==> config.mk <==
export PLATFORM = sky130hd
export DESIGN_NAME = stack_calc_ctrl
export DESIGN_NICKNAME = d
export VERILOG_FILES = /design/src/rtl/stack_calc_ctrl.sv
export SDC_FILE = /design/constraint.sdc
export NUM_CORES = 1
export LEC_CHECK = 0
export ABC_AREA = 1
export CORE_MARGIN = 4
export CORE_UTILIZATION = 48
export CTS_CLUSTER_SIZE = 10
export DETAILED_ROUTE_END_ITERATION = 8
export MAX_ROUTING_LAYER = met4
export PLACE_DENSITY = 0.81
export SYNTH_ARGS = -nofsm -noshare
export SYNTH_HDL_FRONTEND = slang
export SYNTH_SLANG_ARGS = --single-unit
==> constraint.sdc <==
create_clock -name clk -period 2.5 [get_ports clk]
set_clock_uncertainty 0.05 [all_clocks]
set_input_delay 0.375 -clock clk [delete_from_list [all_inputs] [get_ports clk]]
set_output_delay 0.375 -clock clk [all_outputs]
set_load 0.05 [all_outputs]
==> src/rtl/stack_calc_ctrl.sv <==
// rtl/stack_calc_ctrl.sv - RPN token controller driving an external stack via push/pop strobes.
// Optional STACK_CALC_MUL_EN enables opcode 3 (MUL); otherwise opcode 3 is rejected as illegal.
module stack_calc_ctrl #(
  parameter int N          = 16,
  parameter int STACK_SIZE = 16
) (
  input  logic                              clk,
  input  logic                              reset,
  input  logic                              in_valid,
  output logic                              in_ready,
  input  logic [2:0]                        in_op,
  input  logic [N-1:0]                      in_data,
  output logic                              res_valid,
  output logic [N-1:0]                      res_data,
  output logic                              err,
  output logic [1:0]                        err_code,
  output logic [$clog2(STACK_SIZE+1)-1:0]   depth,
  output logic                              stk_push,
  output logic                              stk_pop,
  output logic [N-1:0]                      stk_push_data,
  input  logic [N-1:0]                      stk_top,
  input  logic                              stk_empty,
  input  logic                              stk_full
);

  localparam int DW = $clog2(STACK_SIZE + 1);
  localparam logic [DW-1:0] FULL_DEPTH = DW'(STACK_SIZE);

  localparam logic [2:0] OP_PUSH = 3'd0;
  localparam logic [2:0] OP_ADD  = 3'd1;
  localparam logic [2:0] OP_SUB  = 3'd2;
  localparam logic [2:0] OP_MUL  = 3'd3;
  localparam logic [2:0] OP_AND  = 3'd4;
  localparam logic [2:0] OP_OR   = 3'd5;
  localparam logic [2:0] OP_DUP  = 3'd6;
  localparam logic [2:0] OP_DROP = 3'd7;

  typedef enum logic [2:0] {IDLE, POP_B, POP_A, PUSH_R, ERR} state_t;

  state_t       state;
  logic [2:0]   op_q;
  logic [N-1:0] b_q;

  logic is_binary, illegal, underflow, overflow;

  // A is the deeper operand, so SUB yields A - B.
  function automatic logic [N-1:0] alu(input logic [2:0] op, input logic [N-1:0] a,
                                       input logic [N-1:0] b);
    logic [N-1:0] r;
    case (op)
      OP_ADD:  r = a + b;
      OP_SUB:  r = a - b;
`ifdef STACK_CALC_MUL_EN
      OP_MUL:  r = a * b;
`endif
      OP_AND:  r = a & b;
      OP_OR:   r = a | b;
      default: r = '0;
    endcase
    return r;
  endfunction

  always_comb begin
    is_binary = (in_op >= OP_ADD) && (in_op <= OP_OR);
`ifdef STACK_CALC_MUL_EN
    illegal   = 1'b0;
`else
    illegal   = (in_op == OP_MUL);
`endif
    if (is_binary)
      underflow = (depth < DW'(2));
    else
      underflow = ((in_op == OP_DUP) || (in_op == OP_DROP)) && ((depth == '0) || stk_empty);
    overflow = ((in_op == OP_PUSH) || (in_op == OP_DUP)) && ((depth == FULL_DEPTH) || stk_full);
  end

  always_ff @(posedge clk) begin
    if (!reset) begin
      state         <= IDLE;
      in_ready      <= 1'b1;
      res_valid     <= 1'b0;
      res_data      <= '0;
      err           <= 1'b0;
      err_code      <= 2'd0;
      depth         <= '0;
      stk_push      <= 1'b0;
      stk_pop       <= 1'b0;
      stk_push_data <= '0;
      op_q          <= 3'd0;
      b_q           <= '0;
    end else begin
      res_valid <= 1'b0;
      err       <= 1'b0;
      stk_push  <= 1'b0;
      stk_pop   <= 1'b0;

      // Occupancy follows the strobes the stack samples on this same edge.
      if (stk_push)
        depth <= depth + DW'(1);
      else if (stk_pop)
        depth <= depth - DW'(1);

      case (state)
        IDLE: begin
          if (in_valid && in_ready) begin
            op_q     <= in_op;
            in_ready <= 1'b0;
            if (illegal || underflow || overflow) begin
              state    <= ERR;
              err      <= 1'b1;
              err_code <= illegal ? 2'd3 : (underflow ? 2'd1 : 2'd2);
            end else begin
              case (in_op)
                OP_PUSH: begin
                  stk_push      <= 1'b1;
                  stk_push_data <= in_data;
                  state         <= PUSH_R;
                end
                OP_DUP: begin
                  stk_push      <= 1'b1;
                  stk_push_data <= stk_top;
                  state         <= PUSH_R;
                end
                OP_DROP: begin
                  stk_pop <= 1'b1;
                  state   <= POP_A;
                end
                default: begin
                  stk_pop <= 1'b1;
                  state   <= POP_B;
                end
              endcase
            end
          end
        end
        POP_B: begin
          b_q     <= stk_top;
          stk_pop <= 1'b1;
          state   <= POP_A;
        end
        POP_A: begin
          if (op_q == OP_DROP) begin
            res_data  <= stk_top;
            res_valid <= 1'b1;
            in_ready  <= 1'b1;
            state     <= IDLE;
          end else begin
            stk_push      <= 1'b1;
            stk_push_data <= alu(op_q, stk_top, b_q);
            state         <= PUSH_R;
          end
        end
        PUSH_R: begin
          res_data  <= stk_push_data;
          res_valid <= 1'b1;
          in_ready  <= 1'b1;
          state     <= IDLE;
        end
        default: begin
          in_ready <= 1'b1;
          state    <= IDLE;
        end
      endcase
    end
  end

endmodule

==> Yosys cells after proc, flatten, opt, wreduce, memory -nomap -nowiden <==
Index checks and enable logic that the tools add are counted.
{ "totals": {"ff_bits": 66, "output_inout_bits": 44, "mem_bits_ro": 0, "ram_bits": 0, "latchBits": 0, "n_memories": 0, "word_cells": 95, "in_bits": 40} }
{ "op_classes": {"n_shift": 0, "add_sub_neg": 4, "muxes": 33, "n_lt_le_gt_ge": 3, "n_eq_ne": 17, "mul": 0, "n_bitwise": 3, "reduce_logical": 23, "div": 0} }
{ "op_table": {"columns": ["cell", "n"], "rows": [
  ["one-hot mux 16 bit (2 select lines)", 3],
  ["2-to-1 mux 16 bit", 4],
  ["one-hot mux 16 bit (4 select lines)", 1],
  ["adder 16 bit", 1],
  ["AND 16 bit", 1],
  ["OR 16 bit", 1],
  ["subtractor 16 bit", 1],
  ["== test 3 bit, second input constant", 5],
  ["== test 3 x 2 -> 1 bit, second input constant", 4],
  ["2-to-1 mux 1 bit", 12],
  ["2-to-1 mux 5 bit", 2],
  ["one-hot mux 3 bit (3 select lines)", 1],
  ["AND reduction 3 bit", 3],
  ["!= test 2 bit, second input constant", 4],
  ["== test 3 x 1 -> 1 bit, second input constant", 2],
  ["zero test 3 bit", 2],
  ["logical OR 1 bit", 6],
  ["2-to-1 mux 2 bit", 3],
  ["2-to-1 mux 3 bit", 2],
  ["one-hot mux 1 bit (2 select lines)", 3],
  ["nonzero test 2 bit", 3],
  ["adder 5 x 1 -> 5 bit, second input constant", 1],
  ["== test 5 bit, second input constant", 1],
  ["zero test 5 bit", 1],
  ["other kinds (12)", 16]
]} }

==> Logic depth before layout (Yosys ltp) <==
{ "logic_depth": {"word_depth": 9, "mapped_depth": 19} }

==> Worst setup path before layout <==
No wires, ideal clock.
{ "synth_path": {"path_type": "flip-flop to flip-flop", "from": "register b_q[0]", "to": "register stk_push_data[15]", "t_required_ns": 2.333, "slack_ns": -0.103, "period_less_slack_ns": 2.603, "path_stages_with_launch": 19, "arrival_time_ns": 2.436, "path_cell_list": "dfxtp_1 -> inv_1 -> ha_1 -> nand3_1 -> o31ai_1 -> nand2_1 -> a21oi_1 -> xor2_1 -> ha_1 -> nand2_1 -> inv_1 -> a21oi_1 -> nand2_1 -> a21oi_1 -> nand3_1 -> nand3_1 -> nand2_1 -> nand2_1 -> a21oi_1"} }
{ "synth_between": {"elab_chain_len": 4, "word_cells_on_any_way": 5, "classes_between": "add/sub: 2; mux: 3"} }
{ "synth_lines": {"columns": ["item", "line", "source"], "rows": [
  ["start, declared", "42", "logic [N-1:0] b_q;"],
  ["start signal, assigned", "137", "b_q <= stk_top;"],
  ["subtractor 16 bit or adder 16 bit (tied branches)", "52, 51", null],
  ["one-hot mux 16 bit (4 select lines) (*)", "50", "case (op)"],
  ["2-to-1 mux 16 bit (*)", "142", "if (op_q == OP_DROP) begin"],
  ["one-hot mux 16 bit (2 select lines) (*)", "103", "case (state)"],
  ["end signal, assigned", "116", "stk_push_data <= in_data;"],
  ["end signal, assigned", "121", "stk_push_data <= stk_top;"],
  ["end signal, assigned", "149", "stk_push_data <= alu(op_q, stk_top, b_q);"],
  ["end, declared", "20", "output logic [N-1:0] stk_push_data,"]
]} }
Every way passes the cells marked *; elsewhere a longest branch is shown, timed or not. The select of a mux whose other input is x is not followed.
A chain may end at the register's enable or synchronous reset.

==> Final worst setup path <==
{ "layout_path": {"from": "register b_q[1]", "to": "register stk_push_data[14]"} }
The elaborated chain is that of the path after synthesis.

==> metrics.yaml <==
logic_synthesis:
  synth_common_cells: "nand2_1 (169), o21ai_0 (91), inv_1 (90)"
  synth_nets: 799
  ys_ff_latch: 66
  instance_count_of_the_mapped_netlist: 736
  synth_sequential_area_ratio_pct: 28.6
  number_of_synthesis_warnings: 0
  ys_async_sr_fraction_pct: 0
  yosysTopAreaCellShare_pct: 28.6
  netlist_top_cells_area: "dfxtp_1 (29%), nand2_1 (14%), o21ai_0 (9.8%), inv_1 (7.3%), a21oi_1 (7.0%)"
  synthesis.area_per_instance_um2: 6.28
  primary_ff_master_synth: "dfxtp_1"
  synth_largest_area_cell: "dfxtp_1"
  synth_cell_types: 36
  synth-edff-count: 0
  synthesis.area_um2: 4630
  library_cell_with_the_highest_instance_count_after_synthesis: "nand2_1"
sta:
  max_slew.worst_pin.slew_ns: 0.689
  timing_max_transition_violations_final: 0
  rsz0062_at_grt: "true"
  final_critical_path_setup_slack_ns: -0.280
  relSlewSlack_pct: 54.0
  hold_viol_final: 0
  timing.final.crit_share_pct: 111
  final_period_minus_worst_setup_slack_ns: 2.78
  fmaxAchievable_mhz: 360
  finalSetupViolations: 13
layout:
  final_nets: 954
  syn_to_final_growth_pct: 47.3
  layoutNonFillerInstCount: 1025
  final_layout_size_suffix_gt1_share_pct: 22.9
  fillerInstances: 746
  antenna-diode-count: 0
clocking:
  numCtsBuffers: 9
  ctsHoldBuffers: 0
  cts.htree.levels: 3
  clk_pin_slew_worst_paths_ns: 0.08
  clock-sinks: 66
  clock-root-buffer: "clkbuf_8"
  max-clock-path-buffers: 2
  tritoncts_clock_tree: "built"
  clock_insertion_delay_worst_skew_ns: 0.35
place:
  place.gp.congestion: 1.04
  post-place-cells: 993
  port_buffers: 83
  dp_worst_setup_slack_ns: -0.376
  dp_hpwl_um: 12200
routing:
  via_per_inst: 5.54
  drtPass1Iterations: 6
  drtIter0Drc: 460
  route.detailed.wl_per_inst_um: 16.2
  detail_route.drc_violations: 0
  drt.antenna.violating_nets: 0
  total_wirelength_of_the_detailed_routed_design_um: 16600
  overall_via_count_from_detail_route: 5674
floorplan:
  pin_count: 84
  die_w_um: 106
  start_util_pct: 49.6
  dieHeight_um: 106
  row_count: 35
  floorplan.core_area_um2: 9330
  die_area_um2: 11300
run:
  cap_viol_max_count: 0
global_route:
  grt_overflow: 0
  grt_first_pass_wirelength_um: 25700
  grt_start_max_net_pins: 60
  grt_pass1_vias: 5530
  grt_use_total_pct: 29.3
  grt_antenna_before_repair: 0
hold_path:
  hold_path_class: "reg2reg"
critical_path:
  timing.critical_path.from_type: "flip-flop"
  crit_fanout: 4
  r2r_setup_slack_ns: -0.28
  timing.critical_path.required_ns: 2.74
  cp.arrival_ns: 3.02
  critical_path.endpoint_type: "flip-flop"
  critical_path_class: "reg2reg"
outcome:
  failing_checks: "setup timing"
  run_status: "finished with violations"
[layer usage]
layer	vias to the layer above	wire, um	global-route usage [%]
met4	0	972	17.0
li1	2743	-	-
met5	-	0	-
met2	247	8130	49.3
met3	62	1040	6.25
met1	2622	6450	31.8
[cells in the final DEF, fill, tap and decap left out, types with 5 or more instances in the layout]
cell type        netlist  layout
clkdlybuf4s50_1        0      83
clkbuf_8               0      10
inv_1                 90      85
a21oi_1               65      49
inv_2                  2       5
o21ai_1                7      14
nand3_2                1       7
nor2_1                74      67
o21ai_0               91      79
buf_4                  2      82
nand2_2                2      21
dfxtp_1               66      62
nand2_1              169     148
nand4_1                5       5
or2_2                  6       5
ha_1                  21      11
nor2_2                 5       8
a31oi_1               25      24
o211ai_1               5       5
ha_4                   0       8
a21oi_2                2      16
xor2_1                11       9
nand3_1               32      24
[worst paths after layout]
check / end / cells after the start / startpoint
worst max register to register: stk_push_data[14] / 16 / b_q[1]
worst max-delay path: stk_push_data[14] / 16 / b_q[1]
worst min register to register: err_code[1] / 2 / err_code[1]
worst min-delay path: err_code[1] / 2 / err_code[1]
[cell type report]
class,instances,area (um2),share of cell area [%]
clock buffer,11,141,2.07
clock inverter,5,30.0,0.441
inverter,92,350,5.14
multi-input combinational,551,3270,48.0
sequential,66,1330,19.5
tap,129,161,2.37
timing repair buffer,171,1530,22.5
[worst max-delay path, cell delays in order, from the launching register on]
cell      delay [ns]
dfxtp_2         0.34
inv_4           0.09
ha_4            0.15
nand3_4         0.09
o31ai_4         0.31
o211ai_1        0.17
xor2_1          0.20
ha_1            0.37
nand2_2         0.10
nor2_4          0.11
and2_1          0.15
nand2_1         0.08
nand3b_1        0.10
nand3_2         0.10
nand2_2         0.10
nand2_1         0.07
a21oi_2         0.14
[cells by family after synthesis]
logic type | count (synthesis) | share of synthesized area (%)
compound gates | 206 | 24.1
buf+inv | 119 | 10.2
simple gates | 306 | 27.5
xor+xnor | 15 | 2.84
flops | 66 | 28.6
fa+ha+maj | 24 | 6.76
[registers in the layout, summed over array words and instances (netlist names)]
name           flops
b_q               16
res_data          16
stk_push_data     16
depth              5
op_q               3
state              3
err_code           2
err                1
in_ready           1
res_valid          1
stk_pop            1
stk_push           1
[through the flow]
stage | utilization, % | hold slack, ns | TNS (ns) | cell area, um2
2_1_floorplan | - | 0.449 | -0.0204 | 4640
3_3_place_gp | 65.0 | 0.389 | -2.65 | 6060
3_5_place_dp | 65.0 | 0.401 | -3.26 | 6060
4_1_cts | 69.6 | 0.416 | -1.06 | 6500
5_1_grt | 73.1 | 0.443 | -3.41 | 6820
6_report | 73.1 | 0.417 | -1.72 | 6820
[what timing repair did]
item / in CTS / in global routing
pin swaps: 19 / 41
endpoints found under the setup margin: 14 / 14
setup buffers: 7 / 9
resized for setup: 59 / 53
hold endpoints to repair: 0 / 0
Power is left out: the tool's default activity adds up to more than one toggle a clock period on the data nets, which glitch-free logic cannot reach.
